<file path="src/rtl/blu_pkg.sv">
// Shared types and constants for the bitwise logic unit.
// The beat struct is declared in the top because it depends on WIDTH.
package blu_pkg;

  localparam int OP_W = 3;

  typedef enum logic [OP_W-1:0] {
    OP_AND  = 3'd0,
    OP_OR   = 3'd1,
    OP_XOR  = 3'd2,
    OP_NAND = 3'd3,
    OP_NOR  = 3'd4,
    OP_XNOR = 3'd5,
    OP_ANDN = 3'd6,
    OP_NOTA = 3'd7
  } op_e;

endpackage

</file>
<file path="src/rtl/blu_logic_core.sv">
// Combinational per-bit logic function plus zero / all-ones flags.
// Used once, on the load path of the output register.
module blu_logic_core
  import blu_pkg::*;
#(
  parameter int WIDTH = 16
) (
  input  logic [WIDTH-1:0] a,
  input  logic [WIDTH-1:0] b,
  input  op_e              op,
  output logic [WIDTH-1:0] result,
  output logic             zero,
  output logic             ones
);

  always_comb begin
    result = '0;
    case (op)
      OP_AND:  result = a & b;
      OP_OR:   result = a | b;
      OP_XOR:  result = a ^ b;
      OP_NAND: result = ~(a & b);
      OP_NOR:  result = ~(a | b);
      OP_XNOR: result = ~(a ^ b);
      OP_ANDN: result = a & ~b;
      OP_NOTA: result = ~a;
      default: result = '0;
    endcase
  end

  assign zero = (result == '0);
  assign ones = (result == '1);

endmodule

</file>
<file path="src/rtl/bitwise_logic_unit.sv">
// Pipelined bitwise logic unit: registered in_ready, one-deep skid buffer,
// registered result/flags and a wrapping count of delivered results.
module bitwise_logic_unit
  import blu_pkg::*;
#(
  parameter int WIDTH = 16,
  parameter int CNT_W = 8
) (
  input  logic             clk,
  input  logic             rst_n,
  input  logic             in_valid,
  output logic             in_ready,
  input  logic [WIDTH-1:0] in_a,
  input  logic [WIDTH-1:0] in_b,
  input  logic [OP_W-1:0]  in_op,
  output logic             out_valid,
  input  logic             out_ready,
  output logic [WIDTH-1:0] out_data,
  output logic             out_zero,
  output logic             out_ones,
  output logic [CNT_W-1:0] txn_count
);

  typedef struct packed {
    logic [WIDTH-1:0] a;
    logic [WIDTH-1:0] b;
    op_e              op;
  } beat_t;

  // Handshake: a beat moves on a rising edge where valid && ready are both 1;
  // a producer holding valid keeps its beat steady until ready is seen.
  logic  accept;
  logic  xfer;
  logic  load;
  logic  avail;
  logic  skid_valid;
  beat_t skid;
  beat_t in_beat;
  beat_t src;

  logic [WIDTH-1:0] core_result;
  logic             core_zero;
  logic             core_ones;

  assign in_beat = '{a: in_a, b: in_b, op: op_e'(in_op)};
  assign accept  = in_valid && in_ready;
  assign xfer    = out_valid && out_ready;
  assign load    = !out_valid || out_ready;
  assign avail   = skid_valid || accept;
  // The skid holds the older beat, so it always wins over the port.
  assign src     = skid_valid ? skid : in_beat;

  blu_logic_core #(.WIDTH(WIDTH)) u_core (
    .a      (src.a),
    .b      (src.b),
    .op     (src.op),
    .result (core_result),
    .zero   (core_zero),
    .ones   (core_ones)
  );

  always_ff @(posedge clk or negedge rst_n) begin
    if (!rst_n) begin
      skid_valid <= 1'b0;
      skid       <= '0;
      in_ready   <= 1'b1;
    end else if (skid_valid && load) begin
      skid_valid <= 1'b0;
      in_ready   <= 1'b1;
    end else if (accept && !load) begin
      skid_valid <= 1'b1;
      skid       <= in_beat;
      in_ready   <= 1'b0;
    end
  end

  // Data and flags only change when a real beat loads; a bubble keeps them.
  always_ff @(posedge clk or negedge rst_n) begin
    if (!rst_n) begin
      out_valid <= 1'b0;
      out_data  <= '0;
      out_zero  <= 1'b0;
      out_ones  <= 1'b0;
    end else if (load) begin
      out_valid <= avail;
      if (avail) begin
        out_data <= core_result;
        out_zero <= core_zero;
        out_ones <= core_ones;
      end
    end
  end

  always_ff @(posedge clk or negedge rst_n) begin
    if (!rst_n) begin
      txn_count <= '0;
    end else if (xfer) begin
      txn_count <= txn_count + CNT_W'(1);
    end
  end

endmodule
</file>
<file path="config.mk">
export PLATFORM = sky130hd
export DESIGN_NAME = bitwise_logic_unit
export DESIGN_NICKNAME = d
export VERILOG_FILES = /design/src/rtl/blu_pkg.sv /design/src/rtl/blu_logic_core.sv /design/src/rtl/bitwise_logic_unit.sv
export SDC_FILE = /design/constraint.sdc
export NUM_CORES = 1
export LEC_CHECK = 0
export ABC_AREA = 1
export CORE_ASPECT_RATIO = 0.5
export CORE_MARGIN = 1
export CORE_UTILIZATION = 45
export CTS_BUF_LIST = sky130_fd_sc_hd__clkbuf_4 sky130_fd_sc_hd__clkbuf_8 sky130_fd_sc_hd__clkbuf_16
export DETAILED_ROUTE_END_ITERATION = 7
export GPL_ROUTABILITY_DRIVEN = 0
export GPL_TIMING_DRIVEN = 0
export PLACE_DENSITY = 0.79
export SYNTH_ARGS = -nofsm -noshare
export SYNTH_HDL_FRONTEND = slang
export SYNTH_SLANG_ARGS = --single-unit
</file>
<file path="constraint.sdc">
create_clock -name clk -period 4.4 [get_ports clk]
set_clock_uncertainty 0.05 [all_clocks]
set_input_delay 0.88 -clock clk [delete_from_list [all_inputs] [get_ports clk]]
set_output_delay 0.88 -clock clk [all_outputs]
set_load 0.01 [all_outputs]
</file>
---- Yosys cells after proc, flatten, opt, wreduce, memory -nomap -nowiden ----
Index checks and enable logic that the tools add are counted.
cells by class
  $mul .................................... 0
  multiplexer cells ....................... 6
  shifts and indexed selects .............. 0
  bitwise logic cells ..................... 10
  order comparisons ....................... 0
  add/subtract/negate cells ............... 1
  div/mod/pow operators ................... 0
  equal/unequal tests ..................... 8
  reduce and logical (&&, ||, !) cells .... 13
operators with widths
  operator                                                               number
  16-bit case mux with 8 select lines                                    1
  16-bit NOT                                                             5
  35-bit two-way mux                                                     1
  16-bit bitwise AND                                                     2
  16-bit equality test, second input constant                            1
  16-bit zero test                                                       1
  16-bit OR                                                              1
  16-bit XOR                                                             1
  3-bit equality test, second input constant                             4
  8-bit by 1-bit adder with 8-bit output, second input constant          1
  3-bit by 2-bit equality test with 1-bit output, second input constant  2
  1-bit logical AND                                                      4
  1-bit two-way mux                                                      4
  2-bit AND reduction                                                    2
  3-bit by 1-bit equality test with 1-bit output, second input constant  1
  3-bit zero test                                                        1
  1-bit zero test                                                        2
  1-bit logical OR                                                       2
  2-bit nonzero test                                                     1
  1-bit NOT                                                              1
storage, ports and cells
  input bits .............................. 39
  word-level logic and storage cells ...... 48
  register bits ........................... 64
  bits in writable memories ............... 0
  memory bits (read-only) ................. 0
  output and inout bits ................... 28
  bits in latches ......................... 0
  memories kept ........................... 0

---- Longest topological paths before layout ----
Gate-level depths: netlist (run 1).
  word-level depth ........................ 6
  mapped depth ............................ 19
  gate-level depth less buffers ........... 16

---- Hierarchy ----
A second synthesis (run 1) with hierarchy kept.
second synthesis, totals
  cell total of the unflattened synthesis .. 887
  area total of the unflattened synthesis .. 5,959.5 um^2
by module, submodules not included
  module              area each (um^2)  times used  cells each  seq. area each (um^2)
  bitwise_logic_unit  3,100.5           1           357         1,602.8
  blu_logic_core      2,859.0           1           530         0.0

---- Least setup slack after synthesis (run 1) ----
No wires, ideal clock.
  path kind ............................... register to register
  start ................................... reg skid_valid
  end ..................................... reg out_ones
  stages on the path, launching flop included .. 19
  arrival time ............................ 2,223 ps
  data required time ...................... 4,284 ps
  period minus slack after synthesis ...... 2,339 ps
  setup time .............................. 66 ps
  slack ................................... 2,061 ps
  buffers on the path ..................... 3
  cell sequence ........................... dfrtp_1 > buf_6 > inv_6 > clkbuf_1 > clkbuf_1 > or2_2 > o21ai_0 > ha_1 > inv_1 > nand4_1 > nand2_1 > nor2_1 > nand2_1 > nand3_1 > nor2_1 > nand2_1 > nor2_1 > nand2_1 > nand2_1
on the way
  word-level cells in the longest chain between the ends .. 5
  elaborated cells on any way between the ends .. 22
  those cells by class .................... eq/ne: 8; mux: 2; bitwise: 9; reduce/logical: 3
RTL lines
  what                                              RTL line                  RTL
  start: declaration                                bitwise_logic_unit.sv:36  logic skid_valid;
  start signal: assignment                          bitwise_logic_unit.sv:64  skid_valid <= 1'b0;
  start signal: assignment                          bitwise_logic_unit.sv:68  skid_valid <= 1'b0;
  start signal: assignment                          bitwise_logic_unit.sv:71  skid_valid <= 1'b1;
  35-bit two-way mux                                bitwise_logic_unit.sv:51  assign src = skid_valid ? skid : in_beat;
  16-bit NOT, or another cell as far along          blu_logic_core.sv:25      OP_ANDN: result = a & ~b;
  16-bit bitwise AND, or another cell as far along  blu_logic_core.sv:25
  16-bit case mux with 8 select lines               blu_logic_core.sv:18      case (op)
  16-bit equality test                              blu_logic_core.sv:32      assign ones = (result == '1);
  end signal: assignment                            bitwise_logic_unit.sv:89  out_ones <= core_ones;
  end: declaration                                  bitwise_logic_unit.sv:20  output logic out_ones,
Several ways; a longest one is shown, not always the timed one.
A chain may end at the register's enable or synchronous reset.

---- Final worst setup path (run 1) ----
Same ends and word-level chain as after synthesis.

==> run_summary.xml, run 1 <==
<?xml version="1.0" encoding="UTF-8"?>
<metrics>
  <group name="logic_synthesis">
    <metric name="synth.ff_latch_count" unit="">64</metric>
    <metric name="netlist_instances" unit="">762</metric>
    <metric name="netlist_top_cells_area" unit="">sky130_fd_sc_hd__dfrtp_1 30%, sky130_fd_sc_hd__nand2_1 16%, sky130_fd_sc_hd__ha_1 12%</metric>
    <metric name="yosys_warnings" unit="">0</metric>
    <metric name="seq_area_frac_synth" unit="%">30.4</metric>
    <metric name="yosysUniqueCellTypes" unit="">35</metric>
    <metric name="yosys.area.top_type" unit="">sky130_fd_sc_hd__dfrtp_1</metric>
    <metric name="yosys.area.top_type_share" unit="%">29.9</metric>
    <metric name="synthesis.area_per_instance" unit="sq um">6.92</metric>
    <metric name="mappedNetlistNets" unit="">850</metric>
    <metric name="syn-cell-area" unit="sq mm">0.00527</metric>
  </group>
  <group name="final_layout">
    <metric name="mostFrequentLayoutCell" unit="">sky130_fd_sc_hd__nand2_1</metric>
    <metric name="multi_input_area" unit="sq mm">0.00299</metric>
    <metric name="leading_cell_types_in_the_layout_fill_and_taps_excluded" unit="">227 x sky130_fd_sc_hd__nand2_1, 104 x sky130_fd_sc_hd__inv_1, 68 x sky130_fd_sc_hd__nor2_1</metric>
    <metric name="sequential_cell_area" unit="sq mm">0.00160</metric>
    <metric name="final_net_count" unit="">927</metric>
    <metric name="area_growth" unit="%">21.5</metric>
    <metric name="final_cell_area" unit="sq mm">0.00640</metric>
    <metric name="final_core_util" unit="%">57.3</metric>
    <metric name="number_of_filler_cells_placed_in_the_layout" unit="">1039</metric>
    <metric name="final_layout_size_suffix_gt1_share" unit="%">9.95</metric>
    <metric name="antenna_cells" unit="">0</metric>
  </group>
  <group name="timing">
    <metric name="final_hold_viol_count" unit="">0</metric>
    <metric name="finalCritPeriodShare" unit="%">71.3</metric>
    <metric name="max_slew_margin" unit="%">43.0</metric>
    <metric name="rsz0062_at_grt" unit="">false</metric>
    <metric name="slew_at_the_pin_closest_to_its_max_slew_limit" unit="ns">0.847</metric>
    <metric name="final_layout_setup_total_negative_slack" unit="ns">0</metric>
    <metric name="finalWorstPathRequiredPeriod" unit="ns">3.14</metric>
    <metric name="slew_violations" unit="">0</metric>
    <metric name="fmaxAchievable" unit="MHz">319</metric>
    <metric name="finalSetupViolCount" unit="">0</metric>
    <metric name="worst_slack" unit="ns">1.26</metric>
  </group>
  <group name="power">
    <metric name="seq_power_share" unit="%">31.6</metric>
    <metric name="pwr_density_cell" unit="mW/mm^2">482</metric>
    <metric name="internal-power" unit="mW">1.83</metric>
    <metric name="power_frac_clock" unit="%">21.5</metric>
    <metric name="leakage" unit="nW">3.30</metric>
    <metric name="netSwitchingPower" unit="mW">1.26</metric>
    <metric name="power_switching_share" unit="%">40.8</metric>
    <metric name="irDropWorstVdd" unit="mV">0.214</metric>
    <metric name="power.share.combinational" unit="%">46.9</metric>
  </group>
  <group name="detailed_routing">
    <metric name="drt_first_iter_violations" unit="">488</metric>
    <metric name="antenna_violating_nets_post_route" unit="">0</metric>
    <metric name="wl_per_cell" unit="um">14.8</metric>
    <metric name="vias" unit="">5227</metric>
    <metric name="drtPass1Iterations" unit="">5</metric>
    <metric name="detail_route.vias_per_cell" unit="">5.21</metric>
    <metric name="remaining_drc_errors" unit="">0</metric>
    <metric name="aggregate_routed_wire_length" unit="um">14800</metric>
  </group>
  <group name="grt">
    <metric name="grt_pass1_wl" unit="um">24400</metric>
    <metric name="globalRouteTotalUtil" unit="%">25.8</metric>
    <metric name="first_global_vias" unit="">4885</metric>
    <metric name="grt_start_max_net_pins" unit="">65</metric>
    <metric name="grt_antenna_before_repair" unit="">0</metric>
    <metric name="grt.overflow.total" unit="">0</metric>
  </group>
  <group name="place">
    <metric name="dp.final_hpwl" unit="um">11200</metric>
    <metric name="placement.setup.worst_slack" unit="ns">1.19</metric>
    <metric name="placed_cell_area" unit="sq mm">0.00613</metric>
    <metric name="placement.io_buffers" unit="">66</metric>
  </group>
  <group name="clock_tree">
    <metric name="cts_inserted_buffers" unit="">9</metric>
    <metric name="cts_setup_buffers" unit="">0</metric>
    <metric name="clock_pin_slew_on_the_worst_setup_and_hold_paths" unit="ns">0.05</metric>
    <metric name="clock_path_buffers" unit="">2</metric>
    <metric name="tritoncts" unit="">yes</metric>
    <metric name="clock_sink_count" unit="">64</metric>
    <metric name="cts_htree_levels" unit="">3</metric>
    <metric name="post_cts.resized_instances" unit="">0</metric>
    <metric name="cts-root-buf" unit="">sky130_fd_sc_hd__clkbuf_16</metric>
    <metric name="cts_hold_buffers" unit="">0</metric>
    <metric name="clock_insertion_delay_worst_skew" unit="ns">0.34</metric>
  </group>
  <group name="min_path">
    <metric name="hp-class" unit="">flop to flop</metric>
  </group>
  <group name="floorplanning">
    <metric name="die_y" unit="um">78.5</metric>
    <metric name="dieArea" unit="sq mm">0.0122</metric>
    <metric name="horizontal_die_dimension" unit="um">155</metric>
    <metric name="design.core.area" unit="sq mm">0.0112</metric>
    <metric name="floorplan.initialDensity" unit="%">47.2</metric>
    <metric name="placement_rows" unit="">27</metric>
    <metric name="ioPinCount" unit="">67</metric>
  </group>
  <group name="critical_path">
    <metric name="critical_path_required" unit="ns">4.62</metric>
    <metric name="criticalPathCategory" unit="">flop to flop</metric>
    <metric name="worst_setup_path_end_kind" unit="">flop</metric>
    <metric name="crit_path_max_fanout" unit="">10</metric>
    <metric name="worstPathArrival" unit="ns">3.36</metric>
    <metric name="worstSetupStartpointType" unit="">flop</metric>
  </group>
  <group name="job">
    <metric name="timing.max_cap.violations" unit="">0</metric>
  </group>
  <group name="status">
    <metric name="result_of_the_run" unit="">finished clean</metric>
  </group>
</metrics>
-- routing by layer --
layer  track usage, %  share of wire [%]
met1             35.5                 47
met2             38.7                 41
met3             6.35                9.7
met4             10.5                2.7
met5                0                  0
-- flip-flops by register name, indices dropped and copies added, names as in the netlist --
signal and count:
in_ready 1, out_data 16, out_ones 1, out_valid 1, out_zero 1, skid 35
skid_valid 1, txn_count 8
-- path summary, 6_finish.rpt --
kind | slack (ns) | cells after the start | end | from
worst max-delay path | 1.26 | 18 | out_ones$_DFFE_PN0P_ | skid_valid$_DFFE_PN0P_
worst min-delay path | 0.41 | 2 | skid[18]$_DFFE_PN0P_ | skid[18]$_DFFE_PN0P_
worst max register to register | 1.26 | 18 | out_ones$_DFFE_PN0P_ | skid_valid$_DFFE_PN0P_
worst min register to register | 0.41 | 2 | skid[18]$_DFFE_PN0P_ | skid[18]$_DFFE_PN0P_
max in group asynchronous | 3.17 | 1 | out_data[11]$_DFFE_PN0P_ | rst_n
min in group asynchronous | 0.58 | 1 | skid[28]$_DFFE_PN0P_ | rst_n
-- through the flow --
step / power (mW) / hold slack [ns] / cells
final: 3.09 / 0.408 / 1003
after global routing: 3.32 / 0.437 / 1003
after CTS: 3.08 / 0.414 / 1003
after detailed placement: 2.41 / 0.401 / 987
after global placement: 2.36 / 0.396 / 987
after floorplan: 1.87 / 0.384 / 762
-- cell type report --
| cell class | instances | area share, % |
|---|---|---|
| timing repair buffer | 66 | 10.3 |
| tap | 159 | 3.11 |
| sequential | 64 | 25.0 |
| clock buffer | 12 | 3.97 |
| buffer | 38 | 4.12 |
| inverter | 108 | 6.45 |
| clock inverter | 4 | 0.313 |
| multi-input combinational | 552 | 46.7 |
-- synth_stat cells --
| cell type | n |
|---|---|
| sky130_fd_sc_hd__or2_2 | 17 |
| sky130_fd_sc_hd__or2_0 | 1 |
| sky130_fd_sc_hd__nand2_2 | 2 |
| sky130_fd_sc_hd__inv_6 | 1 |
| sky130_fd_sc_hd__nand3_1 | 25 |
| sky130_fd_sc_hd__o21ai_1 | 11 |
| sky130_fd_sc_hd__nand2_4 | 6 |
| sky130_fd_sc_hd__xor2_1 | 5 |
| sky130_fd_sc_hd__buf_6 | 14 |
| sky130_fd_sc_hd__nand3b_1 | 3 |
| sky130_fd_sc_hd__clkinv_1 | 1 |
| sky130_fd_sc_hd__nand3_2 | 4 |
| sky130_fd_sc_hd__o21ai_0 | 60 |
| sky130_fd_sc_hd__or2_1 | 1 |
| sky130_fd_sc_hd__inv_2 | 1 |
| sky130_fd_sc_hd__nand4_2 | 2 |
| sky130_fd_sc_hd__clkbuf_1 | 13 |
| sky130_fd_sc_hd__ha_1 | 49 |
| sky130_fd_sc_hd__dfstp_2 | 1 |
| sky130_fd_sc_hd__nor3_1 | 1 |
| sky130_fd_sc_hd__buf_4 | 1 |
| sky130_fd_sc_hd__inv_4 | 1 |
| sky130_fd_sc_hd__buf_2 | 10 |
| sky130_fd_sc_hd__nor2_2 | 3 |
| sky130_fd_sc_hd__mux2_2 | 1 |
| sky130_fd_sc_hd__o21ai_2 | 1 |
| sky130_fd_sc_hd__a21oi_1 | 3 |
| sky130_fd_sc_hd__dfrtp_1 | 63 |
| sky130_fd_sc_hd__o22ai_1 | 1 |
| sky130_fd_sc_hd__nand2_1 | 227 |
| sky130_fd_sc_hd__inv_1 | 104 |
| sky130_fd_sc_hd__nor2_1 | 68 |
| sky130_fd_sc_hd__nand4_1 | 57 |
| sky130_fd_sc_hd__xnor2_1 | 2 |
| sky130_fd_sc_hd__nor2_4 | 2 |
-- cell families after synthesis --
logic type / Yosys count / share of synthesized area (%)
AND/OR/NAND/NOR: 419 / 36.4
XOR/XNOR: 7 / 1.16
buffers and inverters: 146 / 12.8
adder cells (fa/ha/maj): 49 / 11.6
multiplexers: 1 / 0.214
AO/OA/AOI/OAI: 76 / 7.31
flip-flops: 64 / 30.4
-- worst max-delay path, cell delays in order, from the launching register on --
cell and delay, ns:
sky130_fd_sc_hd__dfrtp_1 0.38, sky130_fd_sc_hd__buf_6 0.15, sky130_fd_sc_hd__inv_6 0.08, sky130_fd_sc_hd__clkbuf_1 0.34, sky130_fd_sc_hd__clkbuf_1 0.34, sky130_fd_sc_hd__or2_2 0.17, sky130_fd_sc_hd__o21ai_0 0.30, sky130_fd_sc_hd__ha_1 0.44
sky130_fd_sc_hd__inv_1 0.06, sky130_fd_sc_hd__nand4_1 0.12, sky130_fd_sc_hd__nand2_1 0.08, sky130_fd_sc_hd__nor2_1 0.04, sky130_fd_sc_hd__nand2_1 0.05, sky130_fd_sc_hd__nand3_1 0.09, sky130_fd_sc_hd__nor2_1 0.12, sky130_fd_sc_hd__nand2_1 0.06
sky130_fd_sc_hd__nor2_1 0.10, sky130_fd_sc_hd__nand2_1 0.06, sky130_fd_sc_hd__nand2_1 0.05
-- power groups by stage --
stage                     sequential [mW]  clock, mW  combinational, mW
after floorplan                      1.01          0              0.860
after global placement              0.974          0               1.38
after detailed placement            0.983          0               1.42
after CTS                           0.977      0.673               1.43
after global routing                 1.01      0.695               1.62
final                               0.977      0.665               1.45
No activity file was read; power rests on OpenSTA's default activity.
==> run 2, diff against run 1 <==
clock period = 3.2 ns   (was 4.4 ns; I/O delays follow)
==> run_summary.xml, run 2 (synthesized netlist as in run 1, its figures left out) <==
<?xml version="1.0" encoding="UTF-8"?>
<metrics>
  <group name="status">
    <metric name="result_of_the_run" unit="">finished clean</metric>
  </group>
  <group name="detailed_routing">
    <metric name="drtPass1Iterations" unit="">5</metric>
    <metric name="aggregate_routed_wire_length" unit="um">14700</metric>
    <metric name="vias" unit="">5239</metric>
    <metric name="wl_per_cell" unit="um">14.7</metric>
    <metric name="drt_first_iter_violations" unit="">481</metric>
    <metric name="antenna_violating_nets_post_route" unit="">0</metric>
    <metric name="remaining_drc_errors" unit="">0</metric>
    <metric name="detail_route.vias_per_cell" unit="">5.23</metric>
  </group>
  <group name="critical_path">
    <metric name="critical_r2r_capture" unit="">out_zero$_DFFE_PN0P_</metric>
    <metric name="critPathSlowestCell" unit="">sky130_fd_sc_hd__o21ai_0</metric>
    <metric name="worstSetupStartpointType" unit="">flop</metric>
    <metric name="crit_path_max_fanout" unit="">10</metric>
    <metric name="cpLargestDelayFamily" unit="">simple AND/OR/NAND/NOR gates</metric>
    <metric name="timing.rr.start" unit="">skid_valid$_DFFE_PN0P_</metric>
    <metric name="critPathBufInv" unit="">3</metric>
    <metric name="critical_path_required" unit="ns">3.42</metric>
    <metric name="r2r_setup_slack" unit="ns">0.29</metric>
    <metric name="crit_chain" unit="">buf_6 &gt; clkbuf_2 &gt; clkbuf_1 &gt; o21ai_0 &gt; ha_1 &gt; nand4_1 &gt; o21ai_0 &gt; nor2_1 &gt; nand3_1 &gt; nor2_1 &gt; nand2_1 &gt; nor2_1 &gt; nand2_1 &gt; nand2_1</metric>
    <metric name="worstPathArrival" unit="ns">3.14</metric>
    <metric name="criticalPathCategory" unit="">flop to flop</metric>
    <metric name="worst_setup_path_end_kind" unit="">flop</metric>
    <metric name="worst-r2r-cell-count" unit="">14</metric>
    <metric name="crit_path_max_incr_delay" unit="ns">0.61</metric>
  </group>
  <group name="floorplanning">
    <metric name="floorplan.initialDensity" unit="%">47.2</metric>
    <metric name="design.core.area" unit="sq mm">0.0112</metric>
    <metric name="ioPinCount" unit="">67</metric>
    <metric name="horizontal_die_dimension" unit="um">155</metric>
    <metric name="die_y" unit="um">78.5</metric>
    <metric name="placement_rows" unit="">27</metric>
    <metric name="dieArea" unit="sq mm">0.0122</metric>
  </group>
  <group name="grt">
    <metric name="first_global_vias" unit="">4885</metric>
    <metric name="grt_antenna_before_repair" unit="">0</metric>
    <metric name="grt.overflow.total" unit="">0</metric>
    <metric name="grt_pass1_wl" unit="um">24400</metric>
    <metric name="grt_start_max_net_pins" unit="">65</metric>
    <metric name="globalRouteTotalUtil" unit="%">25.8</metric>
  </group>
  <group name="power">
    <metric name="pwr_density_cell" unit="mW/mm^2">662</metric>
    <metric name="leakage" unit="nW">3.31</metric>
    <metric name="irDropWorstVdd" unit="mV">0.293</metric>
  </group>
  <group name="final_layout">
    <metric name="antenna_cells" unit="">0</metric>
    <metric name="largest-register" unit="">skid</metric>
    <metric name="leading_cell_types_in_the_layout_fill_and_taps_excluded" unit="">227 x sky130_fd_sc_hd__nand2_1, 104 x sky130_fd_sc_hd__inv_1, 68 x sky130_fd_sc_hd__nor2_1</metric>
    <metric name="number_of_filler_cells_placed_in_the_layout" unit="">1041</metric>
    <metric name="final_layout_size_suffix_gt1_share" unit="%">10.2</metric>
    <metric name="finish.cell_count_without_fillers" unit="">1002</metric>
    <metric name="final_net_count" unit="">926</metric>
    <metric name="mostFrequentLayoutCell" unit="">sky130_fd_sc_hd__nand2_1</metric>
    <metric name="layout_top_registers" unit="">skid: 35 flops, out_data: 16 flops, txn_count: 8 flops</metric>
    <metric name="flip_flop_count_of_the_largest_register_all_copies_and_words_added" unit="">35</metric>
    <metric name="area_growth" unit="%">21.4</metric>
  </group>
  <group name="timing">
    <metric name="rsz0062_at_grt" unit="">false</metric>
    <metric name="finalCritPeriodShare" unit="%">91.0</metric>
    <metric name="finalSetupViolCount" unit="">0</metric>
    <metric name="finalWorstPathRequiredPeriod" unit="ns">2.91</metric>
    <metric name="slew_violations" unit="">0</metric>
    <metric name="final_hold_viol_count" unit="">0</metric>
    <metric name="fmaxAchievable" unit="MHz">343</metric>
    <metric name="max_slew_margin" unit="%">45.4</metric>
    <metric name="holdWs" unit="ns">0.338</metric>
    <metric name="slew_at_the_pin_closest_to_its_max_slew_limit" unit="ns">0.819</metric>
  </group>
  <group name="min_path">
    <metric name="hp-class" unit="">input pin to async pin</metric>
  </group>
  <group name="clock_tree">
    <metric name="tritoncts" unit="">yes</metric>
    <metric name="cts_htree_levels" unit="">3</metric>
    <metric name="clock_insertion_delay_worst_skew" unit="ns">0.34</metric>
    <metric name="clock_sink_count" unit="">64</metric>
    <metric name="cts_inserted_buffers" unit="">9</metric>
    <metric name="cts-root-buf" unit="">sky130_fd_sc_hd__clkbuf_16</metric>
    <metric name="clock_pin_slew_on_the_worst_setup_and_hold_paths" unit="ns">0.06</metric>
    <metric name="clock_path_buffers" unit="">2</metric>
  </group>
  <group name="job">
    <metric name="timing.max_cap.violations" unit="">0</metric>
  </group>
  <group name="place">
    <metric name="placement.io_buffers" unit="">66</metric>
    <metric name="dp.final_hpwl" unit="um">11200</metric>
    <metric name="dp_cells" unit="">987</metric>
  </group>
</metrics>
==> run 2: worst register-to-register path, stage by stage (launching register included) <==
cell                       delay, ns
sky130_fd_sc_hd__dfrtp_1        0.38
sky130_fd_sc_hd__buf_6          0.15
sky130_fd_sc_hd__clkbuf_2       0.21
sky130_fd_sc_hd__clkbuf_1       0.25
sky130_fd_sc_hd__o21ai_0        0.61
sky130_fd_sc_hd__ha_1           0.37
sky130_fd_sc_hd__nand4_1        0.09
sky130_fd_sc_hd__o21ai_0        0.08
sky130_fd_sc_hd__nor2_1         0.11
sky130_fd_sc_hd__nand3_1        0.16
sky130_fd_sc_hd__nor2_1         0.13
sky130_fd_sc_hd__nand2_1        0.06
sky130_fd_sc_hd__nor2_1         0.09
sky130_fd_sc_hd__nand2_1        0.06
sky130_fd_sc_hd__nand2_1        0.05
==> run 2: repair_timing <==
item,4_1_cts,5_1_grt
setup endpoints to repair,0,2
resized for setup,0,5
setup buffers,0,0
hold buffers,0,0
==> run 2: routing by layer <==
| layer | global-route usage (%) | routed length (um) |
|---|---|---|
| met5 | 0 | 0 |
| met2 | 38.7 | 6110 |
| met4 | 10.5 | 410 |
| met3 | 6.35 | 1490 |
| met1 | 35.5 | 6720 |
==> run 2: worst max-delay path by stage <==
stage                                       from                 endpoint  cells after the start
after floorplan           skid_valid$_DFFE_PN0P_     out_ones$_DFFE_PN0P_                     18
after global placement                     rst_n  out_data[9]$_DFFE_PN0P_                      1
after detailed placement  skid_valid$_DFFE_PN0P_     out_ones$_DFFE_PN0P_                     18
after CTS                 skid_valid$_DFFE_PN0P_     out_ones$_DFFE_PN0P_                     18
after global routing      skid_valid$_DFFE_PN0P_     out_zero$_DFFE_PN0P_                     14
final                     skid_valid$_DFFE_PN0P_     out_zero$_DFFE_PN0P_                     14
==> run 2: metrics by stage <==
| step | setup slack, ns | area (sq um) | util [%] | power, mW | TNS [ns] |
|---|---|---|---|---|---|
| after floorplan | 0.861 | 5270 | - | 2.57 | 0 |
| after global placement | -0.647 | 6130 | 54.8 | 3.24 | -40.22 |
| after detailed placement | 0.143 | 6130 | 54.8 | 3.31 | 0 |
| after CTS | 0.0865 | 6400 | 57.3 | 4.24 | 0 |
| after global routing | 0.0323 | 6400 | 57.3 | 4.56 | 0 |
| final | 0.287 | 6400 | 57.3 | 4.24 | 0 |
==> run 2: power by group <==
| part | switching, mW | internal, mW |
|---|---|---|
| registers | 0.177 | 1.17 |
| logic | 1.19 | 0.792 |
| clock network | 0.356 | 0.556 |
| total | 1.73 | 2.51 |
==> run 2: cell type report <==
class	count	area (sq um)	share of cell area (%)
buffer	37	263	4.10
multi-input combinational	552	2990	46.7
clock inverter	4	20.0	0.313
tap	159	199	3.11
inverter	108	413	6.45
sequential	64	1600	25.0
timing repair buffer	66	658	10.3
clock buffer	12	254	3.97
